===== src/rtl/disp_pkg.sv =====
// Shared types and constants for the time-shared 7-segment display path.
package disp_pkg;

    localparam int DIGITS = 4;
    localparam int BIN_W  = 14;
    localparam int BCD_W  = 4 * DIGITS;

    localparam logic [BIN_W-1:0] MAX_VAL = 14'd9999;

    typedef enum logic [1:0] {
        ST_IDLE,
        ST_CONVERT,
        ST_SHOW
    } state_e;

    // Active-low segments, bit 7 is the decimal point (kept dark).
    localparam logic [7:0] SEG_0     = 8'hC0;
    localparam logic [7:0] SEG_1     = 8'hF9;
    localparam logic [7:0] SEG_2     = 8'hA4;
    localparam logic [7:0] SEG_3     = 8'hB0;
    localparam logic [7:0] SEG_4     = 8'h99;
    localparam logic [7:0] SEG_5     = 8'h92;
    localparam logic [7:0] SEG_6     = 8'h82;
    localparam logic [7:0] SEG_7     = 8'hF8;
    localparam logic [7:0] SEG_8     = 8'h80;
    localparam logic [7:0] SEG_9     = 8'h90;
    localparam logic [7:0] SEG_BLANK = 8'hFF;

    function automatic logic [7:0] bcd2seg(input logic [3:0] nib);
        case (nib)
            4'd0:    return SEG_0;
            4'd1:    return SEG_1;
            4'd2:    return SEG_2;
            4'd3:    return SEG_3;
            4'd4:    return SEG_4;
            4'd5:    return SEG_5;
            4'd6:    return SEG_6;
            4'd7:    return SEG_7;
            4'd8:    return SEG_8;
            4'd9:    return SEG_9;
            default: return SEG_BLANK;
        endcase
    endfunction

endpackage


===== src/rtl/bin2bcd_seq.sv =====
// Iterative double-dabble: one binary bit per cycle, MSB first.
// done_o is high in the cycle whose closing edge performs the last iteration; bcd_o is valid then.
module bin2bcd_seq
    import disp_pkg::*;
(
    input  logic             clk_i,
    input  logic             rst_ni,
    input  logic             start_i,
    input  logic [BIN_W-1:0] bin_i,
    output logic [BCD_W-1:0] bcd_o,
    output logic             done_o
);

    localparam int CNT_W = $clog2(BIN_W + 1);

    logic [BIN_W-1:0] sh_q;
    logic [BCD_W-1:0] acc_q, acc_d, adj;
    logic [CNT_W-1:0] cnt_q;

    always_comb begin
        adj = acc_q;
        for (int i = 0; i < DIGITS; i++) begin
            if (acc_q[4*i +: 4] >= 4'd5) adj[4*i +: 4] = acc_q[4*i +: 4] + 4'd3;
        end
        acc_d = {adj[BCD_W-2:0], sh_q[BIN_W-1]};
    end

    assign done_o = (cnt_q == CNT_W'(1));
    assign bcd_o  = acc_d;

    always_ff @(posedge clk_i or negedge rst_ni) begin
        if (!rst_ni) begin
            sh_q  <= '0;
            acc_q <= '0;
            cnt_q <= '0;
        end else if (start_i) begin
            sh_q  <= bin_i;
            acc_q <= '0;
            cnt_q <= CNT_W'(BIN_W);
        end else if (cnt_q != '0) begin
            sh_q  <= {sh_q[BIN_W-2:0], 1'b0};
            acc_q <= acc_d;
            cnt_q <= cnt_q - CNT_W'(1);
        end
    end

endmodule


===== src/rtl/disp_share_ctrl.sv =====
// Round-robin sharing of a 4-digit 7-segment display among four requesters:
// arbitrate, convert to BCD, hold for HOLD_CYCLES, while scanning digits continuously.
module disp_share_ctrl
    import disp_pkg::*;
#(
    parameter int HOLD_CYCLES = 50_000_000,
    parameter int REFRESH_W   = 20
) (
    input  logic        inClk,
    input  logic        inRstN,
    input  logic [3:0]  inReq,
    input  logic [55:0] inVal,
    output logic [3:0]  outGnt,
    output logic        outBusy,
    output logic [3:0]  dispEn,
    output logic [7:0]  outDisp
);

    localparam int NREQ   = 4;
    localparam int HOLD_W = (HOLD_CYCLES > 1) ? $clog2(HOLD_CYCLES) : 1;
    localparam logic [HOLD_W-1:0] HOLD_LAST = HOLD_W'(HOLD_CYCLES - 1);

    state_e               state_q;
    logic [1:0]           ptr_q;
    logic [NREQ-1:0]      gnt_q;
    logic                 busy_q;
    logic [HOLD_W-1:0]    hold_q;
    logic [BCD_W-1:0]     disp_q;
    logic [REFRESH_W-1:0] ref_q;
    logic [3:0]           en_q;
    logic [7:0]           seg_q;

    logic             found, start, conv_done;
    logic [1:0]       win;
    logic [BIN_W-1:0] win_raw, win_val;
    logic [BCD_W-1:0] conv_bcd;

    // Search upward from the slot after the last winner; the last winner is checked last.
    always_comb begin
        found = 1'b0;
        win   = ptr_q;
        for (int i = 1; i <= NREQ; i++) begin
            if (!found && inReq[ptr_q + 2'(i)]) begin
                found = 1'b1;
                win   = ptr_q + 2'(i);
            end
        end
    end

    assign win_raw = inVal[win*BIN_W +: BIN_W];
    assign win_val = (win_raw > MAX_VAL) ? MAX_VAL : win_raw;
    assign start   = (state_q == ST_IDLE) && found;

    bin2bcd_seq u_bcd (
        .clk_i   (inClk),
        .rst_ni  (inRstN),
        .start_i (start),
        .bin_i   (win_val),
        .bcd_o   (conv_bcd),
        .done_o  (conv_done)
    );

    always_ff @(posedge inClk or negedge inRstN) begin
        if (!inRstN) begin
            state_q <= ST_IDLE;
            ptr_q   <= 2'd3;
            gnt_q   <= '0;
            busy_q  <= 1'b0;
            hold_q  <= '0;
            disp_q  <= '0;
        end else begin
            gnt_q <= '0;
            case (state_q)
                ST_IDLE: begin
                    if (found) begin
                        gnt_q   <= NREQ'(1) << win;
                        ptr_q   <= win;
                        busy_q  <= 1'b1;
                        state_q <= ST_CONVERT;
                    end
                end
                ST_CONVERT: begin
                    // Whole result lands at once so the scan never shows a half-converted value.
                    if (conv_done) begin
                        disp_q  <= conv_bcd;
                        hold_q  <= '0;
                        state_q <= ST_SHOW;
                    end
                end
                ST_SHOW: begin
                    if (hold_q == HOLD_LAST) begin
                        busy_q  <= 1'b0;
                        state_q <= ST_IDLE;
                    end else begin
                        hold_q <= hold_q + HOLD_W'(1);
                    end
                end
                default: state_q <= ST_IDLE;
            endcase
        end
    end

    logic [1:0] sel;
    logic [3:0] nib;
    logic       blank;
    logic [7:0] seg_d;

    assign sel   = ref_q[REFRESH_W-1 -: 2];
    assign nib   = disp_q[{sel, 2'b00} +: 4];
    assign blank = (sel != 2'd0) && ((disp_q >> {sel, 2'b00}) == '0);
    assign seg_d = blank ? SEG_BLANK : bcd2seg(nib);

    always_ff @(posedge inClk or negedge inRstN) begin
        if (!inRstN) begin
            ref_q <= '0;
            en_q  <= 4'b1111;
            seg_q <= SEG_BLANK;
        end else begin
            ref_q <= ref_q + REFRESH_W'(1);
            en_q  <= ~(4'b0001 << sel);
            seg_q <= seg_d;
        end
    end

    assign outGnt  = gnt_q;
    assign outBusy = busy_q;
    assign dispEn  = en_q;
    assign outDisp = seg_q;

endmodule


===== config.mk =====
export PLATFORM = sky130hd
export DESIGN_NAME = disp_share_ctrl
export DESIGN_NICKNAME = d
export VERILOG_FILES = /design/src/rtl/disp_pkg.sv /design/src/rtl/bin2bcd_seq.sv /design/src/rtl/disp_share_ctrl.sv
export SDC_FILE = /design/constraint.sdc
export NUM_CORES = 1
export LEC_CHECK = 0
export BUFFER_PORTS_ARGS = -buffer_cell sky130_fd_sc_hd__buf_2
export CORE_ASPECT_RATIO = 1.2
export CORE_MARGIN = 5
export CORE_UTILIZATION = 25
export CTS_BUF_LIST = sky130_fd_sc_hd__clkbuf_16
export CTS_CLUSTER_SIZE = 40
export DETAILED_ROUTE_END_ITERATION = 7
export PLACE_DENSITY = 0.51
export REMOVE_ABC_BUFFERS = 1
export SETUP_SLACK_MARGIN = 0.5
export SYNTH_ARGS = -nofsm -noshare
export SYNTH_HDL_FRONTEND = slang
export SYNTH_HIERARCHICAL = 1
export SYNTH_SLANG_ARGS = --single-unit

===== constraint.sdc =====
create_clock -name inClk -period 6.05 [get_ports inClk]
set_input_delay 0.3025 -clock inClk [delete_from_list [all_inputs] [get_ports inClk]]
set_output_delay 0.3025 -clock inClk [all_outputs]
set_load 0.01 [all_outputs]

==> qor.txt <==
Status = finished, final reports clean
Starting Density = 25.2%
R2R Path Start = ptr_q[1]
Final Cycle Share = 56.0%
Fill count = 2691
Final setup violation count = 0
Final Hold Fails = 0
Hold Buf Count CTS = 0
Die Area = 28800 sq um
Critical path's slowest cell = dfstp_2
Final Instance Area = 7630 sq um
Worst skew pair latency = 420 ps
R2r endpoint = u_bcd/sh_q[6]
# rows = 64
Maximum number of pins on one net before global-route repair = 72
Post-CTS Setup Bufs = 0
Crit path DAT = 3680 ps
DP Wirelength = 9.95 mm
WP buf/inv = 1
Slew Limit Fails = 0
Final Core Density = 30.1%
IO Port Bufs = 77
Initial DRC count = 256
WL final = 14.6 mm
Number of cells on the critical path = 9
Worst hold margin = 22.9 ps
# resized after CTS = 0
Fin Setup TNS = 0 ps
Area Growth Syn to Fin = 19.6%
R2R depth = 9
Die Wd = 156 um
Share of layout cells above drive strength 1 = 22.3%
Detail-routed net length per standard cell = 14.0 um
Maximum root-to-sink buffer count = 2
Clock Skew = 11.8 ps
Pwr dens = 459 nW/um^2
Worst EP required = 6340 ps
CTS sink cnt = 116
Num CTS Buffers = 17
Final worst slack = 2660 ps
Post-Synthesis Cells = 635
Leakage = 3.60 nW
DRT Pass-1 Iters = 6
Root Buffer Master = clkbuf_16
Dpl cell area = 7040 sq um
Top delay family on crit path = compound AO/OA/AOI/OAI gates
Distinct cell type count after synthesis = 58
FF+latch count, synth = 116
N_diodes = 0
Reg2reg setup slack = 2660 ps
Final Critical Period = 3390 ps
Mapped Area = 6380 sq um
Setup crit start = ptr_q[1]
Placed cell count = 1011
Max incr delay on CP = 620 ps
Vias in the first global route = 5087
Avg Inst Size Synth = 10.0 sq um
Kind of critical path = flip-flop to flip-flop
Primary FF master, synth = dfrtp_1
Clock transition at the registers of the reported paths = 60 ps
Sequential fraction of the synthesis area = 45.8%
RSZ-0062 raised after global routing = false
Fmax = 295 MHz
Post-synth EDFFs = 0
Total track usage = 10.5%
CTS tree = done
Overflow after GRT = 0
Max Cap Violations = 0
Nets = 780
Crit path cell chain = mux2i_1 -> a2bb2oi_2 -> and2_1 -> a21oi_2 -> a221o_1 -> o31ai_1 -> nor2b_1 -> a222oi_1 -> inv_1
Async S/R FF share, synth = 100%
Die Y = 185 um
First-pass GRT wire length = 24.3 mm
Initial antenna violation count = 0
Worst setup path end = u_bcd/sh_q[6]
Via count = 4907
Vias per inst = 4.70
Kind of end point of the critical path = flip-flop
Final cell count without fillers = 1043
Drc violations = 0
Worst hold-check path type = primary input to async pin
CP Launch Type = flip-flop
# IOs = 79
Total design power = 3.50 mW
Synth warnings = 6
CORE AREA = 25300 sq um
Post-route ant nets = 0
Final GP Congestion = 0.787
Worst-Margin Slew = 1090 ps
Dpl ws = 2680 ps
Maximum VDD drop = 0.141 mV
Slew margin rel. = 27.0%
H-tree depth = 4
Peak fanout along the critical path = 17
synth_stat cells, types with 14 or more instances:
library cell | number | area, sq um
and3_1 | 18 | 113
dfrtp_1 | 103 | 2580
nand2_1 | 60 | 225
xnor2_1 | 20 | 175
xor2_1 | 28 | 245
ha_1 | 18 | 225
nor2_1 | 49 | 184
a22o_1 | 19 | 166
nand4_1 | 23 | 144
a32oi_1 | 14 | 123
mux2_2 | 16 | 180
clkbuf_1 | 20 | 75.1
nand2b_1 | 16 | 100
nand3_1 | 28 | 140
inv_1 | 30 | 113
o31ai_1 | 17 | 128
layer usage:
layer / up-vias / routed length, um / track usage (%)
li1: 2405 / - / -
met1: 2417 / 6110 / 11.6
met2: 56 / 7790 / 18.9
met3: 29 / 262 / 2.41
met4: 0 / 423 / 4.94
met5: - / 0 / 0
area by class of cell:
cell class / count / area, sq um / area share, %
Sequential cell: 116 / 2920 / 38.3
Inverter: 30 / 113 / 1.48
Multi-Input combinational cell: 452 / 3170 / 41.5
Tap cell: 330 / 413 / 5.41
Timing Repair Buffer: 83 / 433 / 5.68
Clock inverter: 15 / 158 / 2.07
Clock buffer: 17 / 425 / 5.58
cells by family (layout without fill, tap and decap cells):
kind of cell | Yosys count | in the layout | share of synthesized area [%]
AO/OA/AOI/OAI | 115 | 115 | 14.1
XOR/XNOR | 48 | 48 | 6.59
adder cells (fa/ha/maj) | 18 | 18 | 3.53
buffers and inverters | 67 | 145 | 4.81
flip-flops | 116 | 116 | 45.8
multiplexers | 30 | 30 | 5.81
other | 1 | 1 | 0.0588
AND/OR/NAND/NOR | 240 | 240 | 19.4
sequential cells by signal (all words and copies together), names as in the netlist:
name,cells
disp_q,16
ref_q,20
u_bcd/sh_q,14
outDisp,7
dispEn,4
u_bcd/acc_q,16
hold_q,26
outGnt,4
u_bcd/cnt_q,4
ptr_q,2
outBusy,1
state_q,2
report_power, final:
group / switching, mW / internal [mW]
sequential: 0.160 / 0.995
combinational: 0.763 / 0.593
clock: 0.383 / 0.609
total: 1.31 / 2.20
worst min-delay path by stage:
| stage | start | endpoint | slack, ps | depth (start not counted) |
|---|---|---|---|---|
| after global placement | ref_q[12] | ref_q[12] | 460 | 1 |
| after CTS | inRstN | hold_q[14] | 70 | 1 |
| after floorplan | inRstN | disp_q[0] | 7 | 0 |
| after global routing | inRstN | hold_q[14] | 120 | 1 |
| after detailed placement | ref_q[12] | ref_q[12] | 460 | 1 |
| final | inRstN | hold_q[14] | 20 | 1 |
cells in the final DEF, fill, tap and decap left out, drive strengths merged, types with 16 or more instances in the layout:
cell / count
nand4: 23
inv: 35
dfrtp: 103
xor2: 28
mux2: 16
nor2: 49
nand2: 60
clkbuf: 17
a22o: 19
nand3: 29
nand2b: 16
o31ai: 17
and3: 18
ha: 18
buf: 83
xnor2: 20
Note: power is estimated with default switching activity, not from simulation.
